## src/rtl/difftest_pkg.sv

```systemverilog
// Shared types and constants for the Difftest commit/trap tracker.
package difftest_pkg;

  typedef enum logic [1:0] {
    ST_RUN  = 2'd0,
    ST_TRAP = 2'd1,
    ST_HALT = 2'd2
  } state_e;

  localparam logic [6:0] TRAP_OPCODE_DEFAULT  = 7'h6b;
  localparam logic [6:0] PUTCH_OPCODE_DEFAULT = 7'h7b;
  localparam int         DT_WDEST_W           = 8;
  localparam logic [4:0] A0_REG               = 5'd10;

endpackage

```

## src/rtl/difftest_a0_fwd.sv

```systemverilog
// In-group a0 forwarding: each lane sees x10 as written by the youngest older effective lane.
module difftest_a0_fwd
  import difftest_pkg::*;
#(
  parameter int LANES = 2,
  parameter int XLEN  = 64
) (
  input  logic [LANES-1:0]      eff,
  input  logic [LANES-1:0]      wen,
  input  logic [LANES*5-1:0]    wdest,
  input  logic [LANES*XLEN-1:0] wdata,
  input  logic [XLEN-1:0]       a0_value,
  output logic [LANES*XLEN-1:0] fa0
);

  always_comb begin
    fa0 = '0;
    for (int i = 0; i < LANES; i++) begin
      fa0[i*XLEN +: XLEN] = a0_value;
      // ascending scan so the highest older writer wins
      for (int j = 0; j < i; j++) begin
        if (eff[j] && wen[j] && (wdest[j*5 +: 5] == A0_REG)) begin
          fa0[i*XLEN +: XLEN] = wdata[j*XLEN +: XLEN];
        end
      end
    end
  end

endmodule

```

## src/rtl/difftest_commit_unit.sv

```systemverilog
// Multi-lane commit/trap tracker feeding Difftest InstrCommit and TrapEvent.
module difftest_commit_unit
  import difftest_pkg::*;
#(
  parameter int          LANES        = 2,
  parameter int          XLEN         = 64,
  parameter logic [63:0] PC_START     = 64'h8000_0000,
  parameter logic [6:0]  TRAP_OPCODE  = TRAP_OPCODE_DEFAULT,
  parameter logic [6:0]  PUTCH_OPCODE = PUTCH_OPCODE_DEFAULT
) (
  input  logic                       clock,
  input  logic                       reset,
  input  logic [LANES-1:0]           in_valid,
  input  logic [LANES*XLEN-1:0]      in_pc,
  input  logic [LANES*32-1:0]        in_inst,
  input  logic [LANES-1:0]           in_wen,
  input  logic [LANES*5-1:0]         in_wdest,
  input  logic [LANES*XLEN-1:0]      in_wdata,
  input  logic [XLEN-1:0]            a0_value,
  output logic [LANES-1:0]           cmt_valid,
  output logic [LANES*XLEN-1:0]      cmt_pc,
  output logic [LANES*32-1:0]        cmt_inst,
  output logic [LANES-1:0]           cmt_skip,
  output logic [LANES-1:0]           cmt_wen,
  output logic [LANES*DT_WDEST_W-1:0] cmt_wdest,
  output logic [LANES*XLEN-1:0]      cmt_wdata,
  output logic [LANES-1:0]           uart_valid,
  output logic [LANES*8-1:0]         uart_ch,
  output logic                       trap_valid,
  output logic [7:0]                 trap_code,
  output logic [XLEN-1:0]            trap_pc,
  output logic [63:0]                cycle_cnt,
  output logic [63:0]                instr_cnt,
  output logic                       halted
);

  state_e state_q, state_d;
  logic run;
  logic [LANES-1:0] raw, trap_l, putch_l, eff;
  logic trap_any;
  logic [63:0] eff_pop;
  logic [LANES*XLEN-1:0] fa0;
  logic [7:0] trap_code_sel;
  logic [XLEN-1:0] trap_pc_sel;

  logic [LANES-1:0] cmt_valid_q, cmt_valid_d, cmt_skip_q, cmt_skip_d;
  logic [LANES-1:0] cmt_wen_q, cmt_wen_d, uart_valid_q, uart_valid_d;
  logic [LANES*XLEN-1:0] cmt_pc_q, cmt_pc_d, cmt_wdata_q, cmt_wdata_d;
  logic [LANES*32-1:0] cmt_inst_q, cmt_inst_d;
  logic [LANES*DT_WDEST_W-1:0] cmt_wdest_q, cmt_wdest_d;
  logic [LANES*8-1:0] uart_ch_q, uart_ch_d;
  logic trap_valid_q, trap_valid_d;
  logic [7:0] trap_code_q, trap_code_d;
  logic [XLEN-1:0] trap_pc_q, trap_pc_d;
  logic [63:0] cycle_cnt_q, cycle_cnt_d, instr_cnt_q, instr_cnt_d;

  // FSM: state register
  always_ff @(posedge clock or posedge reset) begin
    if (reset) state_q <= ST_RUN;
    else       state_q <= state_d;
  end

  // FSM: next state
  always_comb begin
    state_d = state_q;
    case (state_q)
      ST_RUN:  if (trap_any) state_d = ST_TRAP;
      ST_TRAP: state_d = ST_HALT;
      ST_HALT: state_d = ST_HALT;
      default: state_d = ST_RUN;
    endcase
  end

  // FSM: outputs
  always_comb begin
    run    = (state_q == ST_RUN);
    halted = (state_q == ST_HALT);
  end

  // Lane qualification; the oldest trap lane blocks every younger lane.
  always_comb begin
    raw      = '0;
    trap_l   = '0;
    putch_l  = '0;
    eff      = '0;
    trap_any = 1'b0;
    eff_pop  = '0;
    for (int i = 0; i < LANES; i++) begin
      raw[i]     = in_valid[i] &
                   ~((in_pc[i*XLEN +: XLEN] == PC_START[XLEN-1:0]) && (in_inst[i*32 +: 32] == 32'd0));
      trap_l[i]  = raw[i] & (in_inst[i*32 +: 7] == TRAP_OPCODE);
      putch_l[i] = (in_inst[i*32 +: 7] == PUTCH_OPCODE);
      eff[i]     = raw[i] & ~trap_any & run;
      trap_any   = trap_any | trap_l[i];
      eff_pop    = eff_pop + 64'(eff[i]);
    end
  end

  difftest_a0_fwd #(.LANES(LANES), .XLEN(XLEN)) u_a0_fwd (
    .eff      (eff),
    .wen      (in_wen),
    .wdest    (in_wdest),
    .wdata    (in_wdata),
    .a0_value (a0_value),
    .fa0      (fa0)
  );

  always_comb begin
    trap_code_sel = '0;
    trap_pc_sel   = '0;
    for (int i = LANES - 1; i >= 0; i--) begin
      if (trap_l[i]) begin
        trap_code_sel = fa0[i*XLEN +: 8];
        trap_pc_sel   = in_pc[i*XLEN +: XLEN];
      end
    end
  end

  always_comb begin
    cmt_valid_d  = eff;
    cmt_skip_d   = eff & putch_l;
    uart_valid_d = eff & putch_l;
    cmt_wen_d    = '0;
    cmt_pc_d     = run ? in_pc : cmt_pc_q;
    cmt_inst_d   = run ? in_inst : cmt_inst_q;
    cmt_wdata_d  = run ? in_wdata : cmt_wdata_q;
    cmt_wdest_d  = cmt_wdest_q;
    uart_ch_d    = uart_ch_q;
    for (int i = 0; i < LANES; i++) begin
      cmt_wen_d[i] = eff[i] & in_wen[i] & (in_wdest[i*5 +: 5] != 5'd0);
      if (run) begin
        cmt_wdest_d[i*DT_WDEST_W +: DT_WDEST_W] = {{(DT_WDEST_W-5){1'b0}}, in_wdest[i*5 +: 5]};
        uart_ch_d[i*8 +: 8] = fa0[i*XLEN +: 8];
      end
    end
    cycle_cnt_d  = run ? cycle_cnt_q + 64'd1 : cycle_cnt_q;
    instr_cnt_d  = run ? instr_cnt_q + eff_pop : instr_cnt_q;
    trap_valid_d = trap_valid_q | (run & trap_any);
    trap_code_d  = (run && trap_any) ? trap_code_sel : trap_code_q;
    trap_pc_d    = (run && trap_any) ? trap_pc_sel : trap_pc_q;
  end

  always_ff @(posedge clock or posedge reset) begin
    if (reset) begin
      cmt_valid_q  <= '0;
      cmt_skip_q   <= '0;
      cmt_wen_q    <= '0;
      uart_valid_q <= '0;
      cmt_pc_q     <= '0;
      cmt_inst_q   <= '0;
      cmt_wdata_q  <= '0;
      cmt_wdest_q  <= '0;
      uart_ch_q    <= '0;
      trap_valid_q <= 1'b0;
      trap_code_q  <= '0;
      trap_pc_q    <= '0;
      cycle_cnt_q  <= '0;
      instr_cnt_q  <= '0;
    end else begin
      cmt_valid_q  <= cmt_valid_d;
      cmt_skip_q   <= cmt_skip_d;
      cmt_wen_q    <= cmt_wen_d;
      uart_valid_q <= uart_valid_d;
      cmt_pc_q     <= cmt_pc_d;
      cmt_inst_q   <= cmt_inst_d;
      cmt_wdata_q  <= cmt_wdata_d;
      cmt_wdest_q  <= cmt_wdest_d;
      uart_ch_q    <= uart_ch_d;
      trap_valid_q <= trap_valid_d;
      trap_code_q  <= trap_code_d;
      trap_pc_q    <= trap_pc_d;
      cycle_cnt_q  <= cycle_cnt_d;
      instr_cnt_q  <= instr_cnt_d;
    end
  end

  assign cmt_valid  = cmt_valid_q;
  assign cmt_pc     = cmt_pc_q;
  assign cmt_inst   = cmt_inst_q;
  assign cmt_skip   = cmt_skip_q;
  assign cmt_wen    = cmt_wen_q;
  assign cmt_wdest  = cmt_wdest_q;
  assign cmt_wdata  = cmt_wdata_q;
  assign uart_valid = uart_valid_q;
  assign uart_ch    = uart_ch_q;
  assign trap_valid = trap_valid_q;
  assign trap_code  = trap_code_q;
  assign trap_pc    = trap_pc_q;
  assign cycle_cnt  = cycle_cnt_q;
  assign instr_cnt  = instr_cnt_q;

endmodule
```

## config.mk

```make
export PLATFORM = sky130hd
export DESIGN_NAME = difftest_commit_unit
export DESIGN_NICKNAME = d
export VERILOG_FILES = /design/src/rtl/difftest_pkg.sv /design/src/rtl/difftest_a0_fwd.sv /design/src/rtl/difftest_commit_unit.sv
export SDC_FILE = /design/constraint.sdc
export NUM_CORES = 1
export LEC_CHECK = 0
export ABC_AREA = 1
export ABC_CLOCK_PERIOD_IN_PS = 17550
export BUFFER_PORTS_ARGS = -buffer_cell sky130_fd_sc_hd__buf_2
export CAP_MARGIN = 40
export CORE_AREA = 5 5 372 374
export CTS_CLUSTER_SIZE = 16
export DETAILED_ROUTE_END_ITERATION = 8
export DIE_AREA = 0 0 377 379
export PLACE_DENSITY = 0.39
export SKIP_LAST_GASP = 1
export SYNTH_ARGS = -nofsm -noshare
export SYNTH_HDL_FRONTEND = slang
export SYNTH_HIERARCHICAL = 1
export SYNTH_SLANG_ARGS = --single-unit
```

## constraint.sdc

```tcl
create_clock -name clock -period 17.55 [get_ports clock]
set_input_delay 1.755 -clock clock [delete_from_list [all_inputs] [get_ports clock]]
set_output_delay 1.755 -clock clock [all_outputs]
set_load 0.02 [all_outputs]
```

==> summary.txt <==
Place
  – Gpl congestion: around 0.80
  – I/O Buffers: around 900
  – DP Wirelength: slightly above 90 mm
  – Post-DP Area: 31,100 um2

STA
  – Worst-Margin Slew: about 0.95 ns
  – Count of pins over their slew limit: 0
  – Final Critical Period: approximately 5.7 ns
  – Final Hold Fails: 0
  – Normalized max-slew margin: between 30% and 40%
  – Final setup viols: 0
  – Setup tns final: 0 ns
  – Period Utilization, post-route: between 30% and 40%
  – Highest Clock Rate: 176 MHz
  – Final Skew: approximately 0.02 ns
  – RSZ-0062 raised after global routing: no

Setup path
  – Required time of the critical path: 18.09 ns
  – Worst path max stage delay: 0.61 ns
  – Length in cells of the worst reg-to-reg path: 18
  – CP Max Fanout: 4
  – Most frequent CP cell: nand2_1
  – Worst path top cell family by delay: simple AND/OR/NAND/NOR gates
  – Worst Setup EP: instr_cnt[54]
  – CP Launch Type: input port
  – Buffers and inverters on the worst path: 3
  – WP data arrival: 6.23 ns
  – Beginning of the critical path: in_pc[52]
  – Worst R2R Setup Slack: 12.87 ns
  – Crit path depth: 23
  – CP Cell Sequence: buf_2 > nor2_1 > nand3_1 > nor2_1 > nand2_1 > nor2_1 > nand3_1 > nand3_4 > nand4_1 > fa_1 > inv_1 > ha_1 > inv_1 > nor2_1 > nand3_1 > nor2_2 > nand2_1 > nor2_2 > nand2_1 > nor2_2 > nand2_1 > nand2_1 > nand2_1
  – Slowest CP cell: fa_1
  – WS Path Type: in2reg
  – R2R Path Start: state_q[0]
  – Worst setup EP type: register
  – Reg2Reg Capture Point: instr_cnt[54]

Floorplan
  – Die ar.: about 140,000 um2
  – Placement Rows: ~140
  – Core Area: 135,000 um2
  – Die W: about 380 um
  – Starting Density: between 10% and 20%
  – I/O pin cnt: approximately 960
  – Die H: 379 um

Detailed routing
  – Router iterations before antenna repair: 5
  – Wirelength per Cell: roughly 21 um
  – Post-Route WL: around 120 mm
  – Via total after detailed routing: 22,500
  – Detailed-route DRC error count: 0
  – DR vias/cell: 3.94
  – Initial DRC Count: around 1,300
  – Post-DRT Antenna Nets: 0

Finish
  – Layout cells sized above 1: between 20% and 30%
  – Fill cell count: 15,100
  – Layout overhead on the synthesized area: 35.9%
  – Nets: between 4,000 and 5,000
  – Post-route cell area: about 33,000 um2

Clock network
  – # hold bufs at CTS: 0
  – Clock Sink Count: approximately 560
  – Clk root buf: clkbuf_16
  – Clock Latency Late Sink: roughly 0.67 ns
  – Worst-path clk slew: 0.05 ns
  – PostCTS Resize Cnt: 0
  – CTS tree: yes
  – Num CTS Buffers: 73
  – Post-CTS Setup Inserts: 0
  – Max clock buf depth: 3
  – Htree depth: 3

GRT
  – First-pass GRT wire length: 165 mm
  – Number of global-route vias before repair: 22,700
  – Tot GR Track Use: around 16%
  – GRT Residual Overflow: 0
  – Largest net degree at the start of global routing: ~150
  – Initial antenna violation count: 29

Logic synthesis
  – Cells after Synth: 2,986
  – Yosys warning count: 6
  – Synthesized area: between 20,000 and 25,000 um2
  – Mean post-synth cell area: 8.24 um2

Power and ir drop
  – Worst vdd ir: approximately 0.063 mV
  – P_leak: roughly 0.018 uW
  – Pwr dens: between 150 and 200 nW/um2

Status
  – Status: complete, no violations

Flow run
  – Max-Cap Viols: 0

Worst hold path
  – Hold Crit Class: reg2reg
[stage by stage]
| stage | total power (uW) | hold WS (ns) | std cells | utilization [%] | setup slack, ns |
|---|---|---|---|---|---|
| after floorplan | 2890 | 0.465 | 2991 | - | 0.276 |
| after global placement | 3740 | 0.444 | 5562 | 23.0 | 10.53 |
| after detailed placement | 3760 | 0.447 | 5569 | 23.1 | 11.07 |
| after CTS | 5280 | 0.461 | 5691 | 24.8 | 11.81 |
| after global routing | 5480 | 0.476 | 5694 | 24.8 | 11.64 |
| final | 5170 | 0.459 | 5705 | 24.8 | 11.86 |
[state kept, by name (all words and copies together) (netlist names)]
name	count
trap_code	8
cmt_wdest	10
trap_pc	64
uart_valid	2
uart_ch	16
cmt_wdata	128
cmt_inst	64
cmt_valid	2
cmt_pc	128
cmt_wen	2
instr_cnt	64
trap_valid	1
cycle_cnt	64
state_q	2
[how the worst min path moves through the flow]
stage / start / endpoint / slack [ns] / cells past startpoint
after detailed placement: trap_valid / trap_valid / 0.45 / 1
after CTS: trap_valid / trap_valid / 0.46 / 1
after floorplan: state_q[0] / state_q[0] / 0.47 / 2
after global routing: trap_valid / trap_valid / 0.48 / 1
after global placement: trap_valid / trap_valid / 0.44 / 1
final: trap_valid / trap_valid / 0.46 / 1
[report_power, final]
group	switching (uW)	total [uW]	internal, uW
logic	1310	1800	492
clock network	617	1470	857
registers	222	1890	1670
[metal layers]
layer  track usage [%]  part of all wire [%]
met4              3.77                   2.0
met5                 0                  0.13
met1              20.0                    43
met3              5.95                   8.2
met2              26.0                    47
[cells in the final DEF, fill, tap and decap left out, types with 2 or more instances in the layout]
cell type   count
buf_12          5
buf_16          4
buf_2         899
buf_4          15
clkbuf_1       18
clkbuf_16      75
clkbuf_8       14
clkinv_2        6
clkinvlp_4      3
conb_1          6
dfrtp_1       555
diode_2        14
ha_1            3
inv_1         223
inv_2           3
inv_6           3
inv_8           2
nand2_1      1340
nand2_2        11
nand2_4         6
nand3_1        74
nand3_2         3
nand3b_1        3
nand4_1        43
nor2_1        206
nor2_2          9
nor2_4          9
nor3_1         51
nor3_2          2
nor3_4          4
nor3b_2         2
nor4_1          7
o21ai_0       169
xnor2_1        31
xor2_1         89
[final cells by class]
class,instances,area (um2),share of cell area (%)
Sequential cell,555,13900,41.5
Clock inverter,15,159,0.475
Inverter,229,876,2.62
Clock buffer,107,2140,6.39
Antenna cell,14,35.0,0.105
Timing Repair Buffer,924,4830,14.5
Multi-Input combinational cell,2080,9290,27.8
Tap cell,1781,2230,6.66
No activity file was read; power rests on OpenSTA's default activity.
